## config.mk

```make
export PLATFORM = sky130hd
export DESIGN_NAME = p_inverse_transformation
export DESIGN_NICKNAME = d
export VERILOG_FILES = /design/src/rtl/p_inverse_transformation_pkg.sv /design/src/rtl/p_inverse_transformation_key_check.sv /design/src/rtl/p_inverse_transformation.sv
export SDC_FILE = /design/constraint.sdc
export NUM_CORES = 1
export LEC_CHECK = 0
export BUFFER_PORTS_ARGS = -buffer_cell sky130_fd_sc_hd__buf_2
export CORE_MARGIN = 10
export CORE_UTILIZATION = 54
export DETAILED_ROUTE_END_ITERATION = 7
export PLACE_DENSITY = 0.76
export SYNTH_ARGS = -nofsm -noshare
export SYNTH_HDL_FRONTEND = slang
export SYNTH_SLANG_ARGS = --single-unit
export TNS_END_PERCENT = 20
```

## constraint.sdc

```tcl
create_clock -name Clk -period 2.2 [get_ports Clk]
set_input_delay 0 -clock Clk [delete_from_list [all_inputs] [get_ports Clk]]
set_output_delay 0 -clock Clk [all_outputs]
set_load 0.1 [all_outputs]
```

## src/rtl/p_inverse_transformation_pkg.sv

```systemverilog
// Shared definitions for the P-transformation blocks: FSM state encoding,
// default key and key digit extraction.
package p_inverse_transformation_pkg;

  // Byte-processing states of the inverse transformation
  typedef enum logic [1:0] {
    IDLE  = 2'd0,
    SHIFT = 2'd1,
    DONE  = 2'd2
  } state_t;

  // Key after reset: digits k3..k0 = 2,1,0,3
  localparam logic [7:0] KEY_DEFAULT = 8'b10_01_00_11;

  // Digit j of a key: bits [2j+1:2j]
  function automatic logic [1:0] key_digit(input logic [7:0] key, input logic [1:0] j);
    return key[{j, 1'b0} +: 2];
  endfunction

endpackage

```

## src/rtl/p_inverse_transformation_key_check.sv

```systemverilog
// Combinational key checker: a key is usable only when its four 2-bit
// digits form a permutation of {0,1,2,3}. Also used by the forward block.
module p_key_check
  import p_inverse_transformation_pkg::*;
(
  input  logic [7:0] key,
  output logic       valid
);

  logic [1:0] d0, d1, d2, d3;

  assign d0 = key_digit(key, 2'd0);
  assign d1 = key_digit(key, 2'd1);
  assign d2 = key_digit(key, 2'd2);
  assign d3 = key_digit(key, 2'd3);

  // Four digits drawn from four values are a permutation iff all are distinct
  assign valid = (d0 != d1) && (d0 != d2) && (d0 != d3) &&
                 (d1 != d2) && (d1 != d3) &&
                 (d2 != d3);

endmodule

```

## src/rtl/p_inverse_transformation.sv

```systemverilog
// Inverse keyed P-transformation: accepts a permuted byte Y and rebuilds the
// original byte X one bit pair per clock, with valid/ready on both sides and
// a runtime-loadable key.
module p_inverse_transformation
  import p_inverse_transformation_pkg::*;
#(
  parameter logic [7:0] KEY_INIT = KEY_DEFAULT
) (
  input  logic       Clk,
  input  logic       Rst,
  input  logic [7:0] In,
  input  logic       in_valid,
  output logic       in_ready,
  input  logic [7:0] key_in,
  input  logic       key_load,
  output logic       key_err,
  output logic [7:0] Out,
  output logic       out_valid,
  input  logic       out_ready
);

  state_t     state;
  state_t     state_next;
  logic [1:0] j;
  logic [1:0] digit;
  logic [7:0] y_reg;
  logic [7:0] work;
  logic [7:0] work_next;
  logic [7:0] out_reg;
  logic [7:0] key_reg;
  logic       key_err_reg;
  logic       key_in_ok;
  logic       key_load_ok;
  logic       accept;
  logic       last_pair;

  p_key_check u_key_check (
    .key   (key_in),
    .valid (key_in_ok)
  );

  // A key load is honoured only between bytes, so the key is fixed in flight
  assign key_load_ok = key_load & (state == IDLE);
  // key_load has priority over an incoming byte in the same cycle
  assign in_ready    = (state == IDLE) & ~key_err_reg & ~key_load;
  assign accept      = in_valid & in_ready;
  assign last_pair   = (j == 2'd3);
  assign digit       = key_digit(key_reg, j);

  assign out_valid = (state == DONE);
  assign Out       = out_reg;
  assign key_err   = key_err_reg;

  // Work register with the current bit pair scattered back to positions k_j and k_j+4
  // NOTE: every variable written here gets a full default first, so no latch is inferred.
  always_comb begin
    work_next = work;
    work_next[{1'b0, digit}] = y_reg[{j, 1'b1}];
    work_next[{1'b1, digit}] = y_reg[{j, 1'b0}];
  end

  // Next-state logic
  always_comb begin
    state_next = state;
    case (state)
      IDLE:    if (accept)    state_next = SHIFT;
      SHIFT:   if (last_pair) state_next = DONE;
      DONE:    if (out_ready) state_next = IDLE;
      default:                state_next = IDLE;
    endcase
  end

  // State register
  // NOTE: sequential state uses non-blocking assignments so all registers update from pre-edge values.
  always_ff @(posedge Clk) begin
    if (Rst) state <= IDLE;
    else     state <= state_next;
  end

  // Datapath: latch Y, walk the four bit pairs, capture the finished byte
  // NOTE: the datapath registers are reset too, so Out reads 8'h00 and no stale byte survives an abort.
  always_ff @(posedge Clk) begin
    if (Rst) begin
      j       <= 2'd0;
      y_reg   <= 8'h00;
      work    <= 8'h00;
      out_reg <= 8'h00;
    end else begin
      case (state)
        IDLE: begin
          if (accept) begin
            y_reg <= In;
            work  <= 8'h00;
            j     <= 2'd0;
          end
        end
        SHIFT: begin
          work <= work_next;
          j    <= j + 2'd1;
          if (last_pair) out_reg <= work_next;
        end
        default: ;
      endcase
    end
  end

  // Key register and its validity flag, updated together on an honoured load
  always_ff @(posedge Clk) begin
    if (Rst) begin
      key_reg     <= KEY_INIT;
      key_err_reg <= 1'b0;
    end else if (key_load_ok) begin
      key_reg     <= key_in;
      key_err_reg <= ~key_in_ok;
    end
  end

endmodule
```

# Yosys cells after proc, flatten, opt, wreduce, memory -nomap -nowiden
# Index checks and enable logic that the tools add are counted.
[op_classes]
n_addsub = 1
bitwise_logic = 7
multipliers = 0
n_shift = 1
n_lt_le_gt_ge = 6
n_eq_ne = 12
n_div = 0
reduce_logical = 13
mux = 18
[op_table]
columns = ["op", "n"]
rows = [
  ["8-bit bitwise mux", 2],
  ["8-bit one-hot mux with 2 select lines", 1],
  ["3-bit by 4-bit less-than comparator with 1-bit output (second input constant)", 3],
  ["2-bit inequality test", 6],
  ["2-bit two-way mux", 4],
  ["8-bit two-way mux", 1],
  ["8-bit by 4-bit indexed part select with 2-bit output", 1],
  ["1-bit logical AND", 7],
  ["2-bit one-hot mux with 3 select lines", 1],
  ["2-bit AND reduction", 3],
  ["1-bit bitwise AND", 4],
  ["1-bit binary-select mux with 2-bit select", 2],
  ["1-bit demux with 2-bit select", 2],
  ["2-bit equality test (second input constant)", 2],
  ["2-bit by 4-bit less-than comparator with 1-bit output (second input constant)", 1],
  ["1-bit two-way mux", 4],
  ["2-bit inequality test (second input constant)", 2],
  ["2-bit one-hot mux with 2 select lines", 1],
  ["3-bit by 1-bit greater-or-equal comparator with 1-bit output (second input constant)", 1],
  ["1-bit inverter", 3],
  ["3-bit AND reduction", 1],
  ["2-bit by 1-bit adder with 2-bit output (second input constant)", 1],
  ["2-bit by 1-bit equality test with 1-bit output (second input constant)", 1],
  ["2-bit by 1-bit greater-or-equal comparator with 1-bit output (second input constant)", 1],
  ["3 further kinds", 3],
]
[totals]
rom_bits = 0
ramBits = 0
inputBits = 21
word_cells = 65
out_inout_bits = 11
latch_bits = 0
ff_bits = 37
memories = 0

# Depth between registers and ports, before layout
[depth]
depth_word = 8
depth_mapped = 5
mapped_depth_nobuf = 5

# Modules after synthesis
# A second synthesis with hierarchy kept.
[hier_totals]
cells_unflattened = 204
area_unflattened_um2 = 1876.8
[modules_own_cells]
columns = ["module", "instances", "area_each_um2", "cells_per_inst"]
rows = [
  ["p_inverse_transformation", 1, 1742.9, 188],
  ["p_key_check", 1, 133.9, 16],
]

# Worst setup path before layout
# OpenSTA, ideal clock, no wires.
[synth_timing]
kind = "reg-to-reg"
start = "reg key_err_reg, in the netlist key_err"
end = "reg y_reg[0]"
path_buffers = 0
period_less_slack_ns = 3.490
t_arrival_ns = 3.357
setup_time_ns = 0.132
stages_incl_launch_ff = 5
required_time_ns = 2.068
setup_slack_ns = -1.290
cell_sequence = "dfxtp_1 > nor4_2 > nand2_1 > nand2_1 > a21oi_1"
[synth_via]
elab_chain_cells = 5
[synth_rtl]
columns = ["item", "line", "rtl"]
rows = [
  ["start, declared", "p_inverse_transformation.sv:31", "logic key_err_reg;"],
  ["start signal, assigned", "p_inverse_transformation.sv:114", "key_err_reg <= ~key_in_ok;"],
  ["1-bit inverter", "p_inverse_transformation.sv:45", "assign in_ready = (state == IDLE) & ~key_err_reg & ~key_load;"],
  ["1-bit bitwise AND (2 in a row)", "p_inverse_transformation.sv:45", ""],
  ["via in_ready", "p_inverse_transformation.sv:13", "output logic in_ready,"],
  ["1-bit bitwise AND", "p_inverse_transformation.sv:46", "assign accept = in_valid & in_ready;"],
  ["2-bit AND reduction (no source line)", "n/a", ""],
  ["end signal, assigned", "p_inverse_transformation.sv:92", "y_reg <= In;"],
  ["end, declared", "p_inverse_transformation.sv:26", "logic [7:0] y_reg;"],
]
# The timed path passes the listed nets, and every way through them passes these cells.
# A chain may end at the register's enable or synchronous reset.

# Worst setup path in the final report
[layout_timing]
start = "reg j[0]"
end = "reg work[0]"
[layout_via]
elab_chain_cells = 8
word_cells_on_any_way = 13
classes_between = "order compare: 2; shift: 1; mux: 9; reduce/logical: 1"
[layout_rtl]
columns = ["item", "line", "rtl"]
rows = [
  ["start, declared", "p_inverse_transformation.sv:24", "logic [1:0] j;"],
  ["start signal, assigned", "p_inverse_transformation.sv:99", "j <= j + 2'd1;"],
  ["8-bit by 4-bit indexed part select with 2-bit output", "p_inverse_transformation_pkg.sv:17", "return key[{j, 1'b0} +: 2];"],
  ["2-bit by 4-bit less-than comparator with 1-bit output (implied by the code) or 2-bit by 1-bit greater-or-equal comparator with 1-bit output (tied branches)", "p_inverse_transformation.sv:58", "work_next[{1'b0, digit}] = y_reg[{j, 1'b1}];"],
  ["1-bit logical AND (implied by the code)", "p_inverse_transformation.sv:58", ""],
  ["1-bit two-way mux (implied by the code)", "p_inverse_transformation.sv:58", ""],
  ["1-bit demux with 2-bit select", "p_inverse_transformation.sv:58", ""],
  ["8-bit bitwise mux", "p_inverse_transformation.sv:58", ""],
  ["8-bit bitwise mux (*)", "p_inverse_transformation.sv:59", "work_next[{1'b1, digit}] = y_reg[{j, 1'b0}];"],
  ["8-bit one-hot mux with 2 select lines (*)", "p_inverse_transformation.sv:89", "case (state)"],
  ["end signal, assigned", "p_inverse_transformation.sv:98", "work <= work_next;"],
  ["end, declared", "p_inverse_transformation.sv:27", "logic [7:0] work;"],
]
# Mark *: on every way between the ends. The rest lies on a longest branch, timed or not. The select of a mux whose other input is x is not followed.

==> qor.yml <==
status: "finished, final reports clean"
skew_ns: 0.00303
place_area_sq_um: 1930
p_total_mw: 1.39
rsz0062_at_grt: "no"
cp.arrival_ns: 2.01
synth_edf_count: 0
syn_area_sq_um: 1730
synth-main-ff-cell: "dfxtp_1"
hold_path_class: "in -> reg"
gp_congestion: 0.830
cellInternalPower_mw: 0.998
drive_above_1_share: 0.235
synth_warnings: 0
vias: 1527
gr-total-overflow: 0
ios: 32
slew_headroom: 0.641
cp-start-kind: "flip-flop"
numClockSinks: 37
viasPerCell: 5.57
diodes: 0
tightest_slew_ns: 0.536
slowest_delay_ns: 0.67
ys_seq_area_frac: 0.428
syn_inst: 181
seqPwrFrac: 0.513
cts.clk_slew.worst_paths_ns: 0.10
die_h_microns: 76.6
grt_pass1_vias: 1563
slew_viol_final: 0
min_period_ns: 1.77
root_buffer: "clkbuf_4"
start_util: 0.567
firstDrtPassIters: 4
fin_area_sq_um: 2160
period_share: 0.803
hp-start: "key_in[5]"
place_hpwl_mm: 2.95
swShare: 0.284
drv_cap: 0
worstPathCellList: "mux4_2, nor2_4, o21ai_1, o2bb2ai_1"
pre_cts_slack_ns: 0.457
grt_usage: 0.144
wl_per_cell_microns: 15.4
power.density_nw_per_um2: 645
cts_tree: "yes"
required_ns: 2.44
synthArstFlopShare: 0
cts_setup_buffers: 0
power_frac_clock: 0.290
wirelength_mm: 4.22
final_hold_viol_count: 0
grt_max_degree: 33
ant_nets: 0
critPathKind: "reg -> reg"
syn_to_final_growth_pct: 24.7
endpoint_kind: "flip-flop"
numCtsBuffers: 5
die_x_microns: 76.6
setup_slack_ns: 0.433
pwr-share-comb: 0.197
avgSynthCellArea_sq_um: 9.56
dieArea_sq_um: 5870
fmax_mhz: 566
startpoint: "j[0]$_SDFFE_PP0P_"
synthTopCellsByArea: "dfxtp_1, xor2_1, nand2_1"
r2r_start: "j[0]$_SDFFE_PP0P_"
coreArea_sq_um: 3050
cpMaxStageDelayCell: "mux4_2"
htree_levels: 2
clock_latency_ns: 0.34
yosys.area.top_type: "dfxtp_1"
setup_viol: 0
cts_max_path_buffers: 2
drcViolationCount: 0
nNetsFinal: 251
crit_path_max_fanout: 7
ys_seq_elements: 37
numPortBuffers: 31
drt-initial-drc-count: 95
ir_drop_mv: 0.420
synth_top_area_frac: 0.428
antenna_found_initial: 0
holdWs_ns: 0.00315
grt_first_pass_wirelength_mm: 6.99
synth_nets: 203
n_fill_cell: 260
p_sw_mw: 0.395
synth_cell_types: 35
rows: 20
power.leakage_nw: 0.902
==> synthesized netlist by cell type, drive strengths merged, types with 2 or more instances <==
library cell,instances
nor2,13
nor3,11
inv,4
nand2b,4
buf,5
o21ai,3
nor2b,8
clkbuf,2
o2bb2ai,6
xor2,12
o21bai,8
o22ai,4
a211o,5
nand2,22
dfxtp,37
mux4,4
mux2i,4
a211oi,8
and2,2
a21oi,12
==> per-layer routing <==
layer  vias to the layer above  GRT usage  wire [microns]
met5                         -          0               0
met4                         0     0.0762              90
met3                        13     0.0448             279
met2                        52      0.254            2210
met1                       720      0.150            1640
li1                        742          -               -
==> area by class of cell <==
| class | instances | area, sq um | share of cell area |
|---|---|---|---|
| clock inverters | 1 | 5.00 | 0.00232 |
| clock buffers | 7 | 65.1 | 0.0301 |
| repair buffers | 48 | 323 | 0.150 |
| well taps | 44 | 55.1 | 0.0255 |
| multi-input cells | 133 | 950 | 0.440 |
| flip-flops and latches | 37 | 746 | 0.346 |
| inverters | 4 | 15.0 | 0.00696 |
==> path summary, 6_finish.rpt <==
| path | to | slack (ns) | cells past startpoint |
|---|---|---|---|
| worst min register to register | y_reg[2]$_SDFFE_PP0P_ | 0.47 | 2 |
| worst max-delay path | work[0]$_SDFFE_PP0P_ | 0.43 | 4 |
| worst min-delay path | key_reg[5]$_SDFFE_PP0P_ | 0.003 | 3 |
| worst max register to register | work[0]$_SDFFE_PP0P_ | 0.43 | 4 |
==> worst max-delay path, delay by kind of cell (launching register included) <==
family,cells,cell delay (ns)
AOI/OAI and AO/OA,2,0.25
DFF,1,0.53
muxes,1,0.67
and+or+nand+nor,1,0.22
==> power by group through the flow <==
| stage | logic, mW | registers, mW | clock network (mW) |
|---|---|---|---|
| global placement | 0.236 | 0.729 | 0 |
| global route | 0.296 | 0.718 | 0.439 |
| detailed placement | 0.246 | 0.730 | 0 |
| floorplan | 0.181 | 0.736 | 0 |
| CTS | 0.269 | 0.714 | 0.411 |
| finish | 0.274 | 0.714 | 0.404 |
==> cells in the final DEF, fill, tap and decap left out, drive strengths merged, types with 5 or more instances in the layout <==
cell type and count:
xor2 12, a211oi 8, clkbuf 7, a21oi 12, dfxtp 37, nand2 22
dlygate4sd3 16, nor2b 8, nor3 11, buf 32, o21bai 8, o2bb2ai 6
a211o 5, nor2 13
==> logic make-up (layout without fill, tap and decap cells) <==
group           count (synthesis)  after routing  synth area share
buf+inv                        11             60            0.0340
compound gates                 49             49             0.202
simple gates                   63             63             0.189
mux                             8              8            0.0795
xor+xnor                       12             12            0.0607
fa+ha+maj                       1              1           0.00723
flops                          37             37             0.428
==> metrics by stage <==
step | setup TNS, ns | instances | util
floorplan | -0.204 | 181 | -
finish | 0 | 274 | 0.707
global route | 0 | 274 | 0.707
global placement | 0 | 250 | 0.632
detailed placement | 0 | 250 | 0.632
CTS | 0 | 274 | 0.707
==> timing repair <==
item,in CTS,in global routing
endpoints found under the setup margin,0,0
hold buffers,16,0
gates resized for setup,0,0
endpoints found under the hold margin,16,0
Power figures use the tool's default switching activity.
